File: src/rtl/drap_ifetch_pc_unit_if.sv
// IFETCH PC-unit bus: adder operands, instruction-memory handshake, redirects and IF/ID outputs.
interface drap_ifetch_pc_unit_if #(
    parameter int unsigned B = 32
);
    logic [B-1:0] pc_out;
    logic [B-1:0] inc_out;
    logic [B-1:0] adder_sum;
    logic         imem_req;
    logic         imem_ready;
    logic [B-1:0] imem_rdata;
    logic         br_taken;
    logic [B-1:0] br_target;
    logic         jmp_taken;
    logic [B-1:0] jmp_target;
    logic         exc_req;
    logic         id_stall;
    logic         id_valid;
    logic [B-1:0] id_instr;
    logic [B-1:0] id_pc_plus4;

    modport master (
        output pc_out, inc_out, imem_req, id_valid, id_instr, id_pc_plus4,
        input  adder_sum, imem_ready, imem_rdata, br_taken, br_target,
               jmp_taken, jmp_target, exc_req, id_stall
    );

    modport slave (
        input  pc_out, inc_out, imem_req, id_valid, id_instr, id_pc_plus4,
        output adder_sum, imem_ready, imem_rdata, br_taken, br_target,
               jmp_taken, jmp_target, exc_req, id_stall
    );
endinterface

File: src/rtl/drap_ifetch_pc_unit.sv
// IFETCH program-counter / next-PC stage with imem handshake and IF/ID register.
// Optional macro DRAP_IFETCH_MISALIGN_TRAP_EN: misaligned jump/branch targets trap to EXC_VEC.
module drap_ifetch_pc_unit #(
    parameter int unsigned B        = 32,
    parameter logic [B-1:0] RESET_PC = 32'h0000_0000,
    parameter logic [B-1:0] EXC_VEC  = 32'h0000_0180,
    parameter int unsigned INC      = 4
) (
    input  logic                        clk,
    input  logic                        rst,
    drap_ifetch_pc_unit_if.master       bus
`ifdef DRAP_IFETCH_MISALIGN_TRAP_EN
    ,
    output logic                        misalign_fault
`endif
);

    typedef enum logic [1:0] {StBoot, StFetch, StHold} state_e;

    localparam logic [B-1:0] AlignMask = ~B'(3);

    state_e       state_q, state_d;
    logic [B-1:0] pc_q, pc_d;
    logic [B-1:0] hold_instr_q, hold_instr_d;
    logic [B-1:0] hold_sum_q, hold_sum_d;
    logic         id_valid_q, id_valid_d;
    logic [B-1:0] id_instr_q, id_instr_d;
    logic [B-1:0] id_pc_plus4_q, id_pc_plus4_d;

    logic         redirect;
    logic [B-1:0] raw_target;
    logic [B-1:0] redirect_pc;

    assign redirect   = bus.exc_req | bus.jmp_taken | bus.br_taken;
    assign raw_target = bus.jmp_taken ? bus.jmp_target : bus.br_target;

`ifdef DRAP_IFETCH_MISALIGN_TRAP_EN
    logic misalign;
    logic fault_q;

    // Exception outranks the misalignment check, so a trap never masks exc_req.
    assign misalign    = !bus.exc_req && (bus.jmp_taken || bus.br_taken) &&
                         (raw_target[1:0] != 2'b00);
    assign redirect_pc = (bus.exc_req || misalign) ? EXC_VEC : raw_target;

    always_ff @(posedge clk or posedge rst) begin
        if (rst) begin
            fault_q <= 1'b0;
        end else begin
            fault_q <= misalign;
        end
    end

    assign misalign_fault = fault_q;
`else
    assign redirect_pc = bus.exc_req ? EXC_VEC : (raw_target & AlignMask);
`endif

    always_ff @(posedge clk or posedge rst) begin
        if (rst) begin
            state_q <= StBoot;
        end else begin
            state_q <= state_d;
        end
    end

    always_comb begin
        state_d = state_q;
        if (redirect) begin
            state_d = StFetch;
        end else begin
            unique case (state_q)
                StBoot:  state_d = StFetch;
                StFetch: if (bus.imem_ready && bus.id_stall) state_d = StHold;
                StHold:  if (!bus.id_stall) state_d = StFetch;
                default: state_d = StBoot;
            endcase
        end
    end

    always_comb begin
        pc_d          = pc_q;
        hold_instr_d  = hold_instr_q;
        hold_sum_d    = hold_sum_q;
        id_valid_d    = id_valid_q;
        id_instr_d    = id_instr_q;
        id_pc_plus4_d = id_pc_plus4_q;
        if (redirect) begin
            // Flush: any rdata returned this cycle belongs to the abandoned path.
            pc_d         = redirect_pc;
            id_valid_d   = 1'b0;
            hold_instr_d = '0;
            hold_sum_d   = '0;
        end else begin
            unique case (state_q)
                StFetch: begin
                    if (bus.imem_ready && !bus.id_stall) begin
                        id_valid_d    = 1'b1;
                        id_instr_d    = bus.imem_rdata;
                        id_pc_plus4_d = bus.adder_sum;
                        pc_d          = bus.adder_sum;
                    end else if (bus.imem_ready) begin
                        hold_instr_d = bus.imem_rdata;
                        hold_sum_d   = bus.adder_sum;
                    end else if (!bus.id_stall) begin
                        id_valid_d = 1'b0;
                    end
                end
                StHold: begin
                    if (!bus.id_stall) begin
                        id_valid_d    = 1'b1;
                        id_instr_d    = hold_instr_q;
                        id_pc_plus4_d = hold_sum_q;
                        pc_d          = hold_sum_q;
                    end
                end
                default: ;
            endcase
        end
    end

    always_ff @(posedge clk or posedge rst) begin
        if (rst) begin
            pc_q          <= RESET_PC;
            hold_instr_q  <= '0;
            hold_sum_q    <= '0;
            id_valid_q    <= 1'b0;
            id_instr_q    <= '0;
            id_pc_plus4_q <= '0;
        end else begin
            pc_q          <= pc_d;
            hold_instr_q  <= hold_instr_d;
            hold_sum_q    <= hold_sum_d;
            id_valid_q    <= id_valid_d;
            id_instr_q    <= id_instr_d;
            id_pc_plus4_q <= id_pc_plus4_d;
        end
    end

    assign bus.pc_out      = pc_q;
    assign bus.inc_out     = B'(INC);
    assign bus.imem_req    = (state_q == StFetch);
    assign bus.id_valid    = id_valid_q;
    assign bus.id_instr    = id_instr_q;
    assign bus.id_pc_plus4 = id_pc_plus4_q;

endmodule

File: src/flat_wrapper.sv
// flat-port wrapper written by rule: the top's interface ports become plain ports
module drap_ifetch_pc_unit_flat 
#(
    parameter int unsigned B        = 32,
    parameter logic [B-1:0] RESET_PC = 32'h0000_0000,
    parameter logic [B-1:0] EXC_VEC  = 32'h0000_0180,
    parameter int unsigned INC      = 4
)
  (clk, rst, bus_pc_out, bus_inc_out, bus_imem_req, bus_id_valid, bus_id_instr, bus_id_pc_plus4, bus_adder_sum, bus_imem_ready, bus_imem_rdata, bus_br_taken, bus_br_target, bus_jmp_taken, bus_jmp_target, bus_exc_req, bus_id_stall);
  drap_ifetch_pc_unit_if #(.B(B)) bus_i ();
  input  logic clk;
  input  logic rst;
  output wire logic [$bits(bus_i.pc_out)-1:0] bus_pc_out;
  output wire logic [$bits(bus_i.inc_out)-1:0] bus_inc_out;
  output wire logic [$bits(bus_i.imem_req)-1:0] bus_imem_req;
  output wire logic [$bits(bus_i.id_valid)-1:0] bus_id_valid;
  output wire logic [$bits(bus_i.id_instr)-1:0] bus_id_instr;
  output wire logic [$bits(bus_i.id_pc_plus4)-1:0] bus_id_pc_plus4;
  input wire logic [$bits(bus_i.adder_sum)-1:0] bus_adder_sum;
  input wire logic [$bits(bus_i.imem_ready)-1:0] bus_imem_ready;
  input wire logic [$bits(bus_i.imem_rdata)-1:0] bus_imem_rdata;
  input wire logic [$bits(bus_i.br_taken)-1:0] bus_br_taken;
  input wire logic [$bits(bus_i.br_target)-1:0] bus_br_target;
  input wire logic [$bits(bus_i.jmp_taken)-1:0] bus_jmp_taken;
  input wire logic [$bits(bus_i.jmp_target)-1:0] bus_jmp_target;
  input wire logic [$bits(bus_i.exc_req)-1:0] bus_exc_req;
  input wire logic [$bits(bus_i.id_stall)-1:0] bus_id_stall;
  assign bus_pc_out = bus_i.pc_out;
  assign bus_inc_out = bus_i.inc_out;
  assign bus_imem_req = bus_i.imem_req;
  assign bus_id_valid = bus_i.id_valid;
  assign bus_id_instr = bus_i.id_instr;
  assign bus_id_pc_plus4 = bus_i.id_pc_plus4;
  assign bus_i.adder_sum = bus_adder_sum;
  assign bus_i.imem_ready = bus_imem_ready;
  assign bus_i.imem_rdata = bus_imem_rdata;
  assign bus_i.br_taken = bus_br_taken;
  assign bus_i.br_target = bus_br_target;
  assign bus_i.jmp_taken = bus_jmp_taken;
  assign bus_i.jmp_target = bus_jmp_target;
  assign bus_i.exc_req = bus_exc_req;
  assign bus_i.id_stall = bus_id_stall;
  drap_ifetch_pc_unit #(.B(B), .RESET_PC(RESET_PC), .EXC_VEC(EXC_VEC), .INC(INC)) u_core (.clk(clk), .rst(rst), .bus(bus_i));
endmodule
File: config.mk
export PLATFORM = sky130hd
export DESIGN_NAME = drap_ifetch_pc_unit_flat
export DESIGN_NICKNAME = d
export VERILOG_FILES = /design/src/rtl/drap_ifetch_pc_unit_if.sv /design/src/rtl/drap_ifetch_pc_unit.sv /design/src/flat_wrapper.sv
export SDC_FILE = /design/constraint.sdc
export NUM_CORES = 1
export LEC_CHECK = 0
export ABC_CLOCK_PERIOD_IN_PS = 4800
export BUFFER_PORTS_ARGS = -buffer_cell sky130_fd_sc_hd__buf_2
export CAP_MARGIN = 20
export CORE_ASPECT_RATIO = 2
export CORE_MARGIN = 4
export CORE_UTILIZATION = 46
export DETAILED_ROUTE_END_ITERATION = 8
export GPL_ROUTABILITY_DRIVEN = 0
export PLACE_DENSITY_LB_ADDON = 0.15
export SLEW_MARGIN = 20
export SYNTH_ARGS = -nofsm -noshare
export SYNTH_HDL_FRONTEND = slang
export SYNTH_SLANG_ARGS = --single-unit
File: constraint.sdc
create_clock -name clk -period 4.8 [get_ports clk]
set_input_delay 0.72 -clock clk [delete_from_list [all_inputs] [get_ports clk]]
set_output_delay 0.72 -clock clk [all_outputs]
set_load 0.02 [all_outputs]
Yosys cells after proc, flatten, opt, wreduce, memory -nomap -nowiden
Index checks and enable logic that the tools add are counted.

$add $sub $neg: 0. Multiply operators: 0. Divide/modulo/power cells: 0. Magnitude comparators: 0. Eq/ne operators: 10. Shift-type cells: 0. Muxes and demuxes: 27. Bitwise gates (word level): 3. Reduce and logical (&&, ||, !) cells: 13.

Operators with widths (count): $mux W32 (15); $pmux W32 S2 (2); $ne A4 B2 Y1 const B (2); $reduce_and A4 Y1 (2); $mux W2 (3); $ne A3 B1 Y1 const B (2); $pmux W2 S3 (1); $reduce_and A3 Y1 (2); $reduce_bool A2 Y1 (3); $mux W1 (5); $ne A2 B1 Y1 const B (2); $ne A3 B2 Y1 const B (1); $reduce_bool A3 Y1 (1); $eq A2 B1 Y1 const B (1); $eq A2 B2 Y1 const B (1); $logic_and A1 B1 Y1 (2); $logic_not A2 Y1 (1); $ne A2 B2 Y1 const B (1); $or A1 B1 Y1 (2); $pmux W1 S2 (1); $reduce_and A2 Y1 (1); $logic_not A1 Y1 (1); $not A1 Y1 (1).

Register bits after elaboration: 163. Bits in latches: 0. RAM bits: 0. Memory bits (read-only): 0. Input port bits: 135. Output and inout bits: 130. Word-level logic and storage cells: 60. Memories kept: 0.

Depth between registers and ports, before layout
Depth after elaboration: 5. Mapped depth: 6.

Worst setup path before layout
No wires, ideal clock.

Path kind: input to register. From: in bus_jmp_taken. To: reg u_core.id_pc_plus4_q[10], in the netlist u_core.bus.id_pc_plus4[10]. Setup time: 125 ps. Arrival time: 2031 ps. Setup slack: 2644 ps. Stages on the path: 5. Buffers on the path: 2. Cell sequence: or3_1 -> clkbuf_1 -> a21oi_4 -> buf_6 -> mux2_2.

Word-level cells in the longest chain between the ends: 4.

RTL lines: from (decl) (line flat_wrapper.sv:24) `input wire logic [$bits(bus_i.jmp_taken)-1:0] bus_jmp_taken;`; $or A1 B1 Y1 (2 in series) (line drap_ifetch_pc_unit.sv:34) `assign redirect = bus.exc_req | bus.jmp_taken | bus.br_taken;`; $not A1 Y1 (no line); $reduce_and A4 Y1 (no line); to (signal assigned) (line drap_ifetch_pc_unit.sv:136) `id_pc_plus4_q <= id_pc_plus4_d;`; to (decl) (line drap_ifetch_pc_unit.sv:28) `logic [B-1:0] id_pc_plus4_q, id_pc_plus4_d;`.

Every way passes these cells. A chain may end at the register's enable or synchronous reset.

Worst setup path after layout
From: in bus_jmp_taken. To: reg u_core.id_pc_plus4_q[3], in the netlist u_core.bus.id_pc_plus4[3].

The elaborated chain is that of the path after synthesis.

==> impl_results.rst <==
.. list-table::
   :header-rows: 1

   * - Metric
     - Value
   * - Highest attainable clock frequency
     - 348.3 MHz
   * - Detailed-placement wirelength estimate
     - 14910 um
   * - Non-Filler Cell Area, Final
     - 9873 um^2
   * - Core occupancy in the finished layout
     - 0.5688
   * - Proportion of layout cells with a drive suffix above 1
     - 0.4472
   * - Synth Area per Inst
     - 10.72 um^2
   * - Post-synthesis cell type count
     - 35
   * - Boundary pin count
     - 265
   * - Number of endpoints with negative hold slack in the final report
     - 0
   * - Y dimension of the die
     - 196.5 um
   * - Final-report max-slew violation count
     - 0
   * - Buffering stage count on the worst path with inverters included
     - 2
   * - Fill cell count
     - 1573
   * - Synth-to-layout area growth
     - 20.82%
   * - Skew-Pair Late Insertion Delay
     - 0.42 ns
   * - Unrepaired setup endpoints after global routing
     - false
   * - Peak per-stage delay on the critical path
     - 0.67 ns
   * - Crit path max fanout
     - 62
   * - Post-Synthesis Cell Area
     - 8172 um^2
   * - Path category of the worst min-delay check
     - in2async
   * - Proportion of synthesized chip area in sequential cells
     - 0.4992
   * - Reported leakage power
     - 0.004629 uW
   * - Largest net degree at the start of global routing
     - 103
   * - TritonCTS clock tree
     - yes
   * - Setup slack of the critical path after layout
     - 1.929 ns
   * - Die area
     - 20090 um^2
   * - CP max stage cell
     - sky130_fd_sc_hd__a21oi_4
   * - Sum of negative setup slack
     - 0 ns
   * - GRT Residual Overflow
     - 0
   * - Power density over the cells
     - 380.7 nW/um^2
   * - Crit path arrival time
     - 3.17 ns
   * - Number of nets in the layout
     - 1091
   * - Slew Limit Headroom
     - 0.3340
   * - Placed instance area
     - 9293 um^2
   * - Combined global-route utilization of all metal layers
     - 0.2239
   * - Status
     - completed
   * - Routed length per instance
     - 18.73 um
   * - First-pass iteration count of the detailed router
     - 5
   * - Cell row count
     - 68
   * - Drt total wl
     - 22050 um
   * - Number of flip-flops and latches in the synthesized netlist
     - 163
   * - Path type of the worst setup path
     - in2reg
   * - WP depth
     - 5
   * - Combined area of the multi-input logic cells
     - 3684 um^2
   * - Starting density of the core
     - 0.4708
   * - Count of warnings emitted by yosys
     - 0
   * - Data required, critical path
     - 5.10 ns
   * - Cts-stage hold buffer count
     - 0
   * - H-tree depth
     - 4
   * - Number of cell instances on the worst register-to-register path
     - 5
   * - Final period utilization
     - 0.5982
   * - Total clock sinks
     - 163
   * - Post-Syn Instances
     - 762
   * - Min cycle time layout
     - 2.871 ns
   * - Layout Skew
     - 0.006846 ns
   * - Vias post-DR
     - 6295
   * - Max Cap Viol
     - 0
   * - Clock buffer depth
     - 2
   * - Vias in the first global route
     - 6346
   * - Number of synthesized flops with an enable pin
     - 0
   * - Root buffer selected by CTS
     - sky130_fd_sc_hd__clkbuf_16
   * - Sequence of cells on the critical path
     - buf_2 > or3_2 > a21oi_4 > buf_4 > mux2_2
   * - DRT iter0 DRCs
     - 265
   * - Power after layout
     - 3759 uW
   * - Via density
     - 5.348
   * - Register area
     - 4079 um^2
   * - Total clock buffers created by CTS
     - 17
   * - DRT antenna net count
     - 0
   * - Slew at the pin closest to its max-slew limit
     - 0.9989 ns
   * - Sort of element at the start of the critical path
     - input port
   * - Port bufs
     - 228
   * - Kind of cell adding the most delay to the critical path
     - buffers and inverters
   * - Register clock-pin slew on the reported worst setup and hold paths
     - 0.06 ns
   * - Post-cts repair resize count
     - 0
   * - Post-CTS Setup Bufs
     - 0
   * - Die Width
     - 102.2 um
   * - Endpoint kind of the worst setup timing path
     - flop
   * - DRC errors left
     - 0
   * - Wire length of the first global-routing pass
     - 34760 um
   * - Worst vdd rail ir drop
     - 0.2852 mV
   * - Pre-CTS WS
     - 1.475 ns
   * - Final count of negative-setup-slack endpoints
     - 0
   * - Share of synthesized registers carrying an async set or reset
     - 1.000
   * - Main synth FF type
     - sky130_fd_sc_hd__dfrtp_1
   * - Antenna violations before repair
     - 1
   * - Total core area
     - 17360 um^2
## metrics by stage
stage,cells,hold slack (ns)
6_report,1177,0.4763
5_1_grt,1177,0.5117
4_1_cts,1176,0.4882
3_5_place_dp,1147,0.4742
3_3_place_gp,1147,0.4649
2_1_floorplan,792,0.4983
## flip-flops by register name (all words and copies together), names as in the netlist
signal and count:
u_core.bus.id_valid 1, u_core.hold_sum_q 32, u_core.state_q 2, u_core.bus.id_pc_plus4 32
u_core.bus.id_instr 32, u_core.hold_instr_q 32, u_core.bus.pc_out 32
## worst register-to-register path: stages (launching register included)
cell and delay (ns):
sky130_fd_sc_hd__dfrtp_1 0.53, sky130_fd_sc_hd__or3b_1 0.42, sky130_fd_sc_hd__buf_4 0.27, sky130_fd_sc_hd__a21oi_4 0.74
sky130_fd_sc_hd__buf_4 0.38, sky130_fd_sc_hd__mux2_2 0.38
## synth_stat cells, drive strengths merged, types with 2 or more instances
cell,count,share of area
a221oi,2,0.0021
o22a,30,0.032
clkbuf,43,0.020
dfrtp,163,0.50
nand2b,3,0.0023
or3b,3,0.0032
a21oi,97,0.061
inv,4,0.0018
mux2,128,0.18
o221a,30,0.041
nand2,159,0.073
buf,51,0.045
conb,2,0.00092
nor2,2,0.00092
nand3b,29,0.027
o22ai,2,0.0015
nand3,2,0.0012
## cell families after synthesis
| group | share of synthesized area |
|---|---|
| buf+inv | 0.06630 |
| mux | 0.1764 |
| compound gates | 0.1407 |
| simple gates | 0.1165 |
| flops | 0.4992 |
| other cells | 0.0009190 |
## final timing paths
path	end	from	slack (ns)
min in group clk	u_core.bus.id_pc_plus4[14]	u_core.bus.id_pc_plus4[14]	0.48
worst max-delay path	u_core.bus.id_pc_plus4[3]	bus_jmp_taken	1.93
max in group asynchronous	u_core.bus.pc_out[2]	rst	3.70
worst max register to register	u_core.bus.id_pc_plus4[3]	u_core.state_q[0]	1.95
worst min register to register	u_core.bus.id_pc_plus4[14]	u_core.bus.id_pc_plus4[14]	0.48
worst min-delay path	u_core.bus.id_pc_plus4[7]	rst	0.48
## cell type report
class,instances,area share
Inverter,4,0.001901
Multi-Input combinational cell,531,0.3731
Antenna cell,1,0.0002535
Sequential cell,163,0.4131
Timing Repair Buffer,239,0.1265
Clock inverter,4,0.007350
Clock buffer,25,0.05120
Tap cell,210,0.02661
## placed cells by master (no fill, tap or decap), types with 3 or more instances in the layout
master                      netlist  routed
sky130_fd_sc_hd__o221a_2         30      30
sky130_fd_sc_hd__nand3b_1        29      29
sky130_fd_sc_hd__a21oi_1         96      96
sky130_fd_sc_hd__buf_4           32       9
sky130_fd_sc_hd__clkbuf_1        43       3
sky130_fd_sc_hd__dfrtp_1        163     163
sky130_fd_sc_hd__clkbuf_16        0      17
sky130_fd_sc_hd__buf_2            7     228
sky130_fd_sc_hd__o22a_1          30      30
sky130_fd_sc_hd__mux2_2         127     127
sky130_fd_sc_hd__conb_1           2      32
sky130_fd_sc_hd__inv_1            4       3
sky130_fd_sc_hd__nand2_1        159     159
sky130_fd_sc_hd__clkbuf_8         0       5
## per-layer routing
layer | routed length [um] | track usage | vias up
met5 | 0 | 0 | -
met4 | 452 | 0.07737 | 0
met3 | 1556 | 0.05101 | 29
met2 | 11720 | 0.3888 | 219
met1 | 8327 | 0.2687 | 3032
li1 | - | - | 3015
## report_power, final
part / switching [uW] / total [uW] / internal, uW
registers: 83.3 / 1620 / 1530
clock network: 527 / 1350 / 827
logic: 477 / 788 / 310
Note: power is estimated with default switching activity, not from simulation.
